`src/rtl/vend_pkg.sv`:
```
// Shared types and constants for the coin-operated vending controller.
package vend_pkg;

  typedef enum logic [3:0] {
    ST_IDLE   = 4'd0,
    ST_CREDIT = 4'd1,
    ST_VEND   = 4'd2,
    ST_CHANGE = 4'd3,
    ST_REFUND = 4'd4
  } state_e;

  localparam logic [3:0] COIN_F_VAL = 4'd1;
  localparam logic [3:0] COIN_H_VAL = 4'd2;
  localparam logic [3:0] CREDIT_MAX = 4'd15;

  // Both coin pulses in one cycle add together; result is one bit wider to catch overflow.
  function automatic logic [4:0] coin_value(input logic f, input logic h);
    return (f ? {1'b0, COIN_F_VAL} : 5'd0) + (h ? {1'b0, COIN_H_VAL} : 5'd0);
  endfunction

endpackage

```
`src/rtl/vend_payout.sv`:
```
// Coin payout engine: ejects a loaded amount largest coin first, one pulse at most every other cycle.
// Pulses are combinational on hopper_rdy_i; a low hopper_rdy_i stalls with the amount held.
module vend_payout
  import vend_pkg::*;
(
  input  logic       clk,
  input  logic       reset_n,
  input  logic       en_i,
  input  logic       load_i,
  input  logic [3:0] load_amt_i,
  input  logic       hopper_rdy_i,
  output logic       halfp_o,
  output logic       far_o,
  output logic [3:0] amt_o,
  output logic       done_o
);

  logic [3:0] amt_q, amt_d;
  logic       gap_q, gap_d;
  logic       fire;

  always_ff @(posedge clk or negedge reset_n) begin
    if (!reset_n) begin
      amt_q <= '0;
      gap_q <= 1'b0;
    end else begin
      amt_q <= amt_d;
      gap_q <= gap_d;
    end
  end

  always_comb begin
    fire    = en_i && !gap_q && hopper_rdy_i && (amt_q != 4'd0);
    halfp_o = fire && (amt_q >= COIN_H_VAL);
    far_o   = fire && (amt_q < COIN_H_VAL);
    amt_d   = amt_q;
    // The cycle after any eject is a forced quiet cycle for the hopper.
    gap_d   = fire && !load_i;
    if (load_i) begin
      amt_d = load_amt_i;
    end else if (halfp_o) begin
      amt_d = amt_q - COIN_H_VAL;
    end else if (far_o) begin
      amt_d = amt_q - COIN_F_VAL;
    end
  end

  assign amt_o  = amt_q;
  assign done_o = (amt_q == 4'd0);

endmodule

```
`src/rtl/vend_controller.sv`:
```
// Vending controller: credit accumulation, vend handshake, change/refund via vend_payout.
// Optional idle-credit timeout forcing a refund is enabled by defining VEND_TIMEOUT_EN.
module vend_controller
  import vend_pkg::*;
#(
  parameter int unsigned PRICE       = 3,
  parameter int unsigned TIMEOUT_CYC = 250_000_000
) (
  input  logic       clk,
  input  logic       reset_n,
  input  logic       coin_f,
  input  logic       coin_h,
  input  logic       cancel,
  output logic       vend_req,
  input  logic       vend_ack,
  input  logic       hopper_rdy,
  output logic       halfp_out,
  output logic       far_out,
  output logic       coin_reject,
  output logic [3:0] state_code,
  output logic [3:0] credit
);

  if (PRICE < 1 || PRICE > 15 || TIMEOUT_CYC < 2) begin : g_param_check
    $error("vend_controller: PRICE or TIMEOUT_CYC out of range");
  end

  localparam logic [3:0] PRICE_C = 4'(PRICE);

  state_e     state_q, state_d;
  logic [3:0] credit_q, credit_d;
  logic       reject_q, reject_d;
  logic       coin_any;
  logic [4:0] coin_sum;
  logic       timeout_hit;
  logic       pay_en, pay_load, pay_done;
  logic [3:0] pay_load_amt, pay_amt;

  assign coin_any = coin_f || coin_h;
  assign coin_sum = coin_value(coin_f, coin_h);

  always_ff @(posedge clk or negedge reset_n) begin
    if (!reset_n) begin
      state_q  <= ST_IDLE;
      credit_q <= '0;
      reject_q <= 1'b0;
    end else begin
      state_q  <= state_d;
      credit_q <= credit_d;
      reject_q <= reject_d;
    end
  end

`ifdef VEND_TIMEOUT_EN
  logic [31:0] to_cnt_q, to_cnt_d;

  always_ff @(posedge clk or negedge reset_n) begin
    if (!reset_n) begin
      to_cnt_q <= '0;
    end else begin
      to_cnt_q <= to_cnt_d;
    end
  end

  // An accepted coin always changes credit, so an unchanged credit means an idle cycle.
  always_comb begin
    to_cnt_d = '0;
    if (state_q == ST_CREDIT && state_d == ST_CREDIT && credit_d == credit_q) begin
      to_cnt_d = to_cnt_q + 32'd1;
    end
  end

  assign timeout_hit = (state_q == ST_CREDIT) && (to_cnt_q == 32'(TIMEOUT_CYC - 1));
`else
  assign timeout_hit = 1'b0;
`endif

  always_comb begin
    state_d      = state_q;
    credit_d     = credit_q;
    reject_d     = 1'b0;
    pay_load     = 1'b0;
    pay_load_amt = '0;
    unique case (state_q)
      ST_IDLE, ST_CREDIT: begin
        if (state_q == ST_CREDIT && (cancel || timeout_hit)) begin
          state_d      = ST_REFUND;
          credit_d     = '0;
          pay_load     = 1'b1;
          pay_load_amt = credit_q;
          reject_d     = coin_any;
        end else if (coin_any) begin
          // A coin arriving with cancel is refused even when cancel itself has no effect.
          if (cancel || ({1'b0, credit_q} + coin_sum > {1'b0, CREDIT_MAX})) begin
            reject_d = 1'b1;
          end else begin
            credit_d = credit_q + coin_sum[3:0];
            state_d  = (credit_d >= PRICE_C) ? ST_VEND : ST_CREDIT;
          end
        end
      end
      ST_VEND: begin
        reject_d = coin_any;
        if (vend_ack) begin
          credit_d = '0;
          if (credit_q > PRICE_C) begin
            state_d      = ST_CHANGE;
            pay_load     = 1'b1;
            pay_load_amt = credit_q - PRICE_C;
          end else begin
            state_d = ST_IDLE;
          end
        end
      end
      ST_CHANGE, ST_REFUND: begin
        reject_d = coin_any;
        if (pay_done) begin
          state_d = ST_IDLE;
        end
      end
      default: state_d = ST_IDLE;
    endcase
  end

  // While paying out, the displayed credit is whatever the payout engine still owes.
  always_comb begin
    pay_en      = (state_q == ST_CHANGE) || (state_q == ST_REFUND);
    vend_req    = (state_q == ST_VEND);
    state_code  = state_q;
    credit      = pay_en ? pay_amt : credit_q;
    coin_reject = reject_q;
  end

  vend_payout u_payout (
    .clk         (clk),
    .reset_n     (reset_n),
    .en_i        (pay_en),
    .load_i      (pay_load),
    .load_amt_i  (pay_load_amt),
    .hopper_rdy_i(hopper_rdy),
    .halfp_o     (halfp_out),
    .far_o       (far_out),
    .amt_o       (pay_amt),
    .done_o      (pay_done)
  );

endmodule

```
`config.mk`:
```
export PLATFORM = sky130hd
export DESIGN_NAME = vend_controller
export DESIGN_NICKNAME = d
export VERILOG_FILES = /design/src/rtl/vend_pkg.sv /design/src/rtl/vend_payout.sv /design/src/rtl/vend_controller.sv
export SDC_FILE = /design/constraint.sdc
export NUM_CORES = 1
export LEC_CHECK = 0
export ABC_AREA = 1
export CORE_MARGIN = 3
export CORE_UTILIZATION = 32
export CTS_CLUSTER_SIZE = 8
export DETAILED_ROUTE_END_ITERATION = 16
export PLACE_DENSITY = 0.62
export SLEW_MARGIN = 20
export SYNTH_ARGS = -nofsm -noshare
export SYNTH_HDL_FRONTEND = slang
export SYNTH_HIERARCHICAL = 1
export SYNTH_SLANG_ARGS = --single-unit
export TNS_END_PERCENT = 30
```
`constraint.sdc`:
```
create_clock -name clk -period 2.38 [get_ports clk]
set_input_delay 0.357 -clock clk [delete_from_list [all_inputs] [get_ports clk]]
set_output_delay 0.357 -clock clk [all_outputs]
set_load 0.02 [all_outputs]
```
**Yosys cells after proc, flatten, opt, wreduce, memory -nomap -nowiden**

Cells that the tools add are included.

- Flip-flop bits (word level): 14
- Bits in latches: 0
- Bits in writable memories: 0
- ROM bits: 0
- Input port bits: 7
- Output and inout port bits: 12
- Logic and storage cells: 77
- Memories kept: 0

- Add/subtract/negate cells: 6
- Multipliers: 0
- Div/mod/pow operators: 0
- Magnitude comparators: 5
- Equality and inequality tests: 8
- Shift-type cells: 0
- Multiplexer cells: 31
- Bitwise logic cells: 0
- Reduce and logical (&&, ||, !) cells: 22

Operators with widths:

| operator | number |
|---|---|
| 2-to-1 mux 4 bit | 16 |
| one-hot mux 4 bit (2 select lines) | 2 |
| one-hot mux 4 bit (3 select lines) | 1 |
| equality test 4 x 2 -> 1 bit (second input constant) | 2 |
| greater-or-equal comparator 4 x 2 -> 1 bit (second input constant) | 2 |
| logical NOT 4 bit | 2 |
| AND reduction 4 bit | 2 |
| subtractor 4 x 2 -> 4 bit (second input constant) | 2 |
| logical AND 1 bit | 7 |
| 2-to-1 mux 1 bit | 7 |
| 2-to-1 mux 2 bit | 3 |
| inequality test 3 bit (second input constant) | 2 |
| adder 4 x 3 -> 5 bit | 1 |
| greater-than comparator 5 x 4 -> 1 bit (second input constant) | 1 |
| adder 4 x 3 -> 4 bit | 1 |
| equality test 4 x 1 -> 1 bit (second input constant) | 1 |
| equality test 4 x 3 -> 1 bit (second input constant) | 1 |
| greater-than comparator 4 x 2 -> 1 bit (second input constant) | 1 |
| less-than comparator 4 x 2 -> 1 bit (second input constant) | 1 |
| one-hot mux 1 bit (2 select lines) | 2 |
| nonzero test 4 bit | 1 |
| OR reduction 2 bit | 2 |
| subtractor 4 x 1 -> 4 bit (second input constant) | 1 |
| adder 1 x 2 -> 3 bit | 1 |
| 7 further kinds | 10 |

**Depth between registers and ports, before layout**

- Word-level depth: 9
- Depth in mapped cells: 10
- Gate-level depth less buffers: 10

**Cells and area by module**

Netlist, hierarchy kept.

Modules (own cells, without submodules):

| module | times used | cells each | area an instance (sq um) | seq. area each (sq um) |
|---|---|---|---|---|
| vend_controller | 1 | 116 | 790.8 | 200.2 |
| vend_payout | 1 | 69 | 481.7 | 125.1 |

**Least setup slack after synthesis**

OpenSTA, ideal clock, no wires.

- Kind: register to output
- Start point: reg state_q[2], in the netlist state_code[2]
- End point: out far_out
- Arrival: 2.061 ns
- Required time: 2.023 ns
- Path slack: -0.038 ns
- Cell stages (with the launch flop): 8
- Buffers on the path: 0
- Cells stage by stage: dfrtp_1 inv_2 nand2_1 o21ai_4 nand3_1 nor2_8 inv_2 nor4_1

- Cells in the longest elaborated chain, start to end: 6
- Elaborated cells between the ends (all ways): 7
- Classes of those cells: eq/ne: 2; reduce/logical: 5

RTL lines:

| what | RTL line | source |
|---|---|---|
| start, declared | vend_controller.sv:30 | `state_e state_q, state_d;` |
| start signal, assigned | vend_controller.sv:48 | `state_q <= state_d;` |
| equality test 4 x 2 -> 1 bit or equality test 4 x 3 -> 1 bit (tied branches) | vend_controller.sv:127 | `pay_en = (state_q == ST_CHANGE) \|\| (state_q == ST_REFUND);` |
| logical OR 1 bit (*) | vend_controller.sv:127 |  |
| named net pay_en | vend_controller.sv:36 | `logic pay_en, pay_load, pay_done;` |
| logical AND 1 bit (*) (3 in a row) | vend_payout.sv:33 | `fire = en_i && !gap_q && hopper_rdy_i && (amt_q != 4'd0);` |
| logical AND 1 bit (*) | vend_payout.sv:35 | `far_o = fire && (amt_q < COIN_H_VAL);` |
| end, declared | vend_controller.sv:18 | `output logic far_out,` |

The timed path passes the listed nets; every way through them passes the cells marked *.

**Worst setup path after layout**

- Start point: reg state_q[1], in the netlist state_code[1]
- End point: out far_out

The elaborated chain is that of the path after synthesis.

==> reports/metrics.csv <==
stage,metric,value,unit
yosys,synthesis_warnings,6,
routing,vias_after_detailed_routing,1230,
yosys,synth_cells,185,
yosys,synth.distinct_cells,32,
layout,finish.net_count,230,
yosys,synth.ff_latch_count,13,
routing,routed_wl,2.93,mm
critical_path,worst-endpoint-arrival,1.87,ns
floorplanning,starting_density_of_the_core,0.340,
critical_path,endpoint_kind,primary output,
clock_tree,cts_buffers,3,
power,p_switching,1070,uW
power,swShare,0.513,
power,power.ir.vdd_worst,0.361,mV
layout,area_growth_syn_to_layout,28.1,%
timing,fmaxAchievable,0.449,GHz
clock_tree,post-cts-setup-buffer-count,0,
timing,finalCriticalPeriod,2.23,ns
routing,detail_route.iter0.violations,51,
clock_tree,ctsHoldBuffers,0,
timing,grt_setup_unrepaired,no,
routing,wire_per_inst,11.2,um
place,port_buffer_cells,17,
power,power_frac_comb,0.701,
floorplanning,core_area,0.00374,mm^2
yosys,ys_seq_area_frac,0.256,
clock_tree,worst_setup_hold_path_clk_slew,0.06,ns
timing,timing_hold_violations_final,0,
yosys,synth.avg_cell_area,6.88,um^2
floorplanning,fp.dieArea,0.00477,mm^2
global_routing,grt_antenna_before_repair,0,
timing,timing.final.setup_violations,0,
status,outcome,finished clean,
clock_tree,clock_sink_count,13,
power,p_int,1020,uW
layout,final_layout_size_suffix_gt1_frac,0.182,
global_routing,grt_pass1_wl,5.31,mm
critical_path,worstPathMaxFanout,5,
floorplanning,io_pins,19,
critical_path,timing.reg2reg.worst_path_depth,8,
clock_tree,worst_skew_pair.late_latency,0.24,ns
timing,worst_slack,0.152,ns
clock_tree,clock_tree_from_tritoncts,yes,
yosys,synth.cell_area,0.00127,mm^2
global_routing,grt-ovfl-total,0,
place,hpwl,2.41,mm
place,post-place-cells,258,
yosys,synth-edff-count,0,
yosys,synth-main-ff-cell,sky130_fd_sc_hd__dfrtp_1,
routing,post_drt_via_cell_ratio,4.69,
hold_path,hold_path_class,in2async,
timing,slew_headroom,0.578,
routing,antenna_left,0,
routing,route.detailed.drc,0,
layout,n_antenna_cell,0,
layout,final-instance-count-excl-fill,262,
power,pwr-share-clk,0.098,
timing,whs,0.502,ns
floorplanning,die-height,69.1,um
floorplanning,fp-row-count,22,
timing,period_share,0.936,
clock_tree,clk_tree_root_cell,sky130_fd_sc_hd__clkbuf_8,
timing,clock-skew-final,0.00307,ns
yosys,synth_fp_nets,200,
place,gp_routability_congestion,0.804,
floorplanning,die_width,69.1,um
clock_tree,clock_path_buffers,2,
critical_path,worst-endpoint-required,2.02,ns
place,place_worst_setup_slack,0.0279,ns
timing,report.final.slew_viol_count,0,
power,power.sequential.fraction,0.201,
global_routing,vias_in_the_first_global_route,1169,
yosys,post_synth_arst_share,1.00,
clock_tree,htree_num_levels,1,
power,power.density_cell_area,1280,mW/mm^2
timing,worstMarginPinSlew,0.631,ns
routing,first_pass_iters,4,
critical_path,kind_of_launch_point_of_the_worst_setup_path,register,
power,p_leak,0.000912,uW
run,drv.max_cap_violation_count,0,
critical_path,path_class,reg2out,
timing,tns,0,ns
global_routing,groute.usage.overall,0.134,
global_routing,grt_start_max_net_pins,14,
cells by family (layout without fill, tap and decap cells):
logic type | Yosys count | after routing | share of synthesized area
buffers and inverters | 30 | 59 | 0.0944
AND/OR/NAND/NOR | 108 | 108 | 0.438
flip-flops | 13 | 13 | 0.256
adder cells (fa/ha/maj) | 8 | 8 | 0.0846
AO/OA/AOI/OAI | 21 | 21 | 0.0974
other | 1 | 1 | 0.00295
XOR/XNOR | 4 | 4 | 0.0275
worst paths after layout:
path | start | endpoint | slack, ns
max reg2reg | credit_q[0]$_DFFE_PN0P_ | credit_q[2]$_DFFE_PN0P_ | 0.55
min | reset_n | credit_q[1]$_DFFE_PN0P_ | 0.50
min in group clk | credit_q[3]$_DFFE_PN0P_ | credit_q[3]$_DFFE_PN0P_ | 0.53
min reg2reg | credit_q[3]$_DFFE_PN0P_ | credit_q[3]$_DFFE_PN0P_ | 0.53
max | state_code[1]$_DFFE_PN0P_ | far_out | 0.15
max in group asynchronous | reset_n | u_payout/amt_o[3]$_DFFE_PN0P_ | 1.47
cells in the final DEF (no fill, tap or decap), drive strengths merged, types with 5 or more instances in the layout:
master         count
o21ai             14
ha                 7
nand2             59
dfrtp             13
clkdlybuf4s50     11
nor2              21
inv               28
dlymetal6s2s       5
nand3             21
buf               10
power by group through the flow:
stage	Combinational [uW]	Sequential, uW	Clock (uW)
4_1_cts	1480	421	212
3_5_place_dp	1480	425	0
2_1_floorplan	1000	445	0
6_report	1460	420	205
5_1_grt	1670	437	223
3_3_place_gp	1460	422	0
stage by stage:
step	total power (uW)	utilization	area, um^2
floorplan	1450	-	1280
global placement	1880	0.420	1570
detailed placement	1900	0.420	1570
CTS	2120	0.432	1620
global route	2330	0.435	1630
finish	2090	0.435	1630
critical path, stage by stage (launching register included):
cell and delay (ns):
sky130_fd_sc_hd__dfrtp_1 0.44, sky130_fd_sc_hd__inv_2 0.13, sky130_fd_sc_hd__nand3_2 0.11, sky130_fd_sc_hd__o21ai_4 0.08, sky130_fd_sc_hd__nand3_1 0.19, sky130_fd_sc_hd__nor2_8 0.15
sky130_fd_sc_hd__inv_2 0.05, sky130_fd_sc_hd__nor4_2 0.11, sky130_fd_sc_hd__dlygate4sd2_1 0.36
final cells by class:
type / count / area [um^2]
Inverter: 28 / 108
Sequential cell: 13 / 325
Fill cell: 423 / 2110
Tap cell: 48 / 60.1
Timing Repair Buffer: 27 / 256
Clock buffer: 4 / 45.0
Multi-Input combinational cell: 142 / 836
metal layers:
layer	vias to the layer above	share of wire	global-route usage
met5	-	0	0
li1	645	-	-
met4	0	0.030	0.0738
met2	18	0.46	0.201
met3	8	0.019	0.0204
met1	559	0.49	0.182
repair_timing:
action / 4_1_cts / 5_1_grt
endpoints found under the setup margin: 2 / 5
resized for setup: 2 / 5
pin swaps: 0 / 0
registers in the layout, indices dropped and copies added (netlist names):
register,cells
u_payout/gap_q,1
credit_q,4
state_code,3
coin_reject,1
u_payout/amt_o,4
synth_stat cells, types with 2 or more instances:
cell / number / area [um^2]
sky130_fd_sc_hd__nand2_1: 53 / 199
sky130_fd_sc_hd__inv_1: 23 / 86.3
sky130_fd_sc_hd__nor2_1: 17 / 63.8
sky130_fd_sc_hd__nand3_1: 15 / 75.1
sky130_fd_sc_hd__dfrtp_1: 13 / 325
sky130_fd_sc_hd__o21ai_0: 8 / 40.0
sky130_fd_sc_hd__ha_1: 7 / 87.6
sky130_fd_sc_hd__nand3_2: 6 / 60.1
sky130_fd_sc_hd__o21ai_1: 5 / 25.0
sky130_fd_sc_hd__inv_2: 4 / 15.0
sky130_fd_sc_hd__nand2_2: 4 / 25.0
sky130_fd_sc_hd__xor2_1: 4 / 35.0
sky130_fd_sc_hd__a21oi_1: 3 / 15.0
sky130_fd_sc_hd__nand4_1: 3 / 18.8
sky130_fd_sc_hd__nand2_4: 2 / 22.5
sky130_fd_sc_hd__nor2_4: 2 / 22.5
Power figures use the tool's default switching activity.
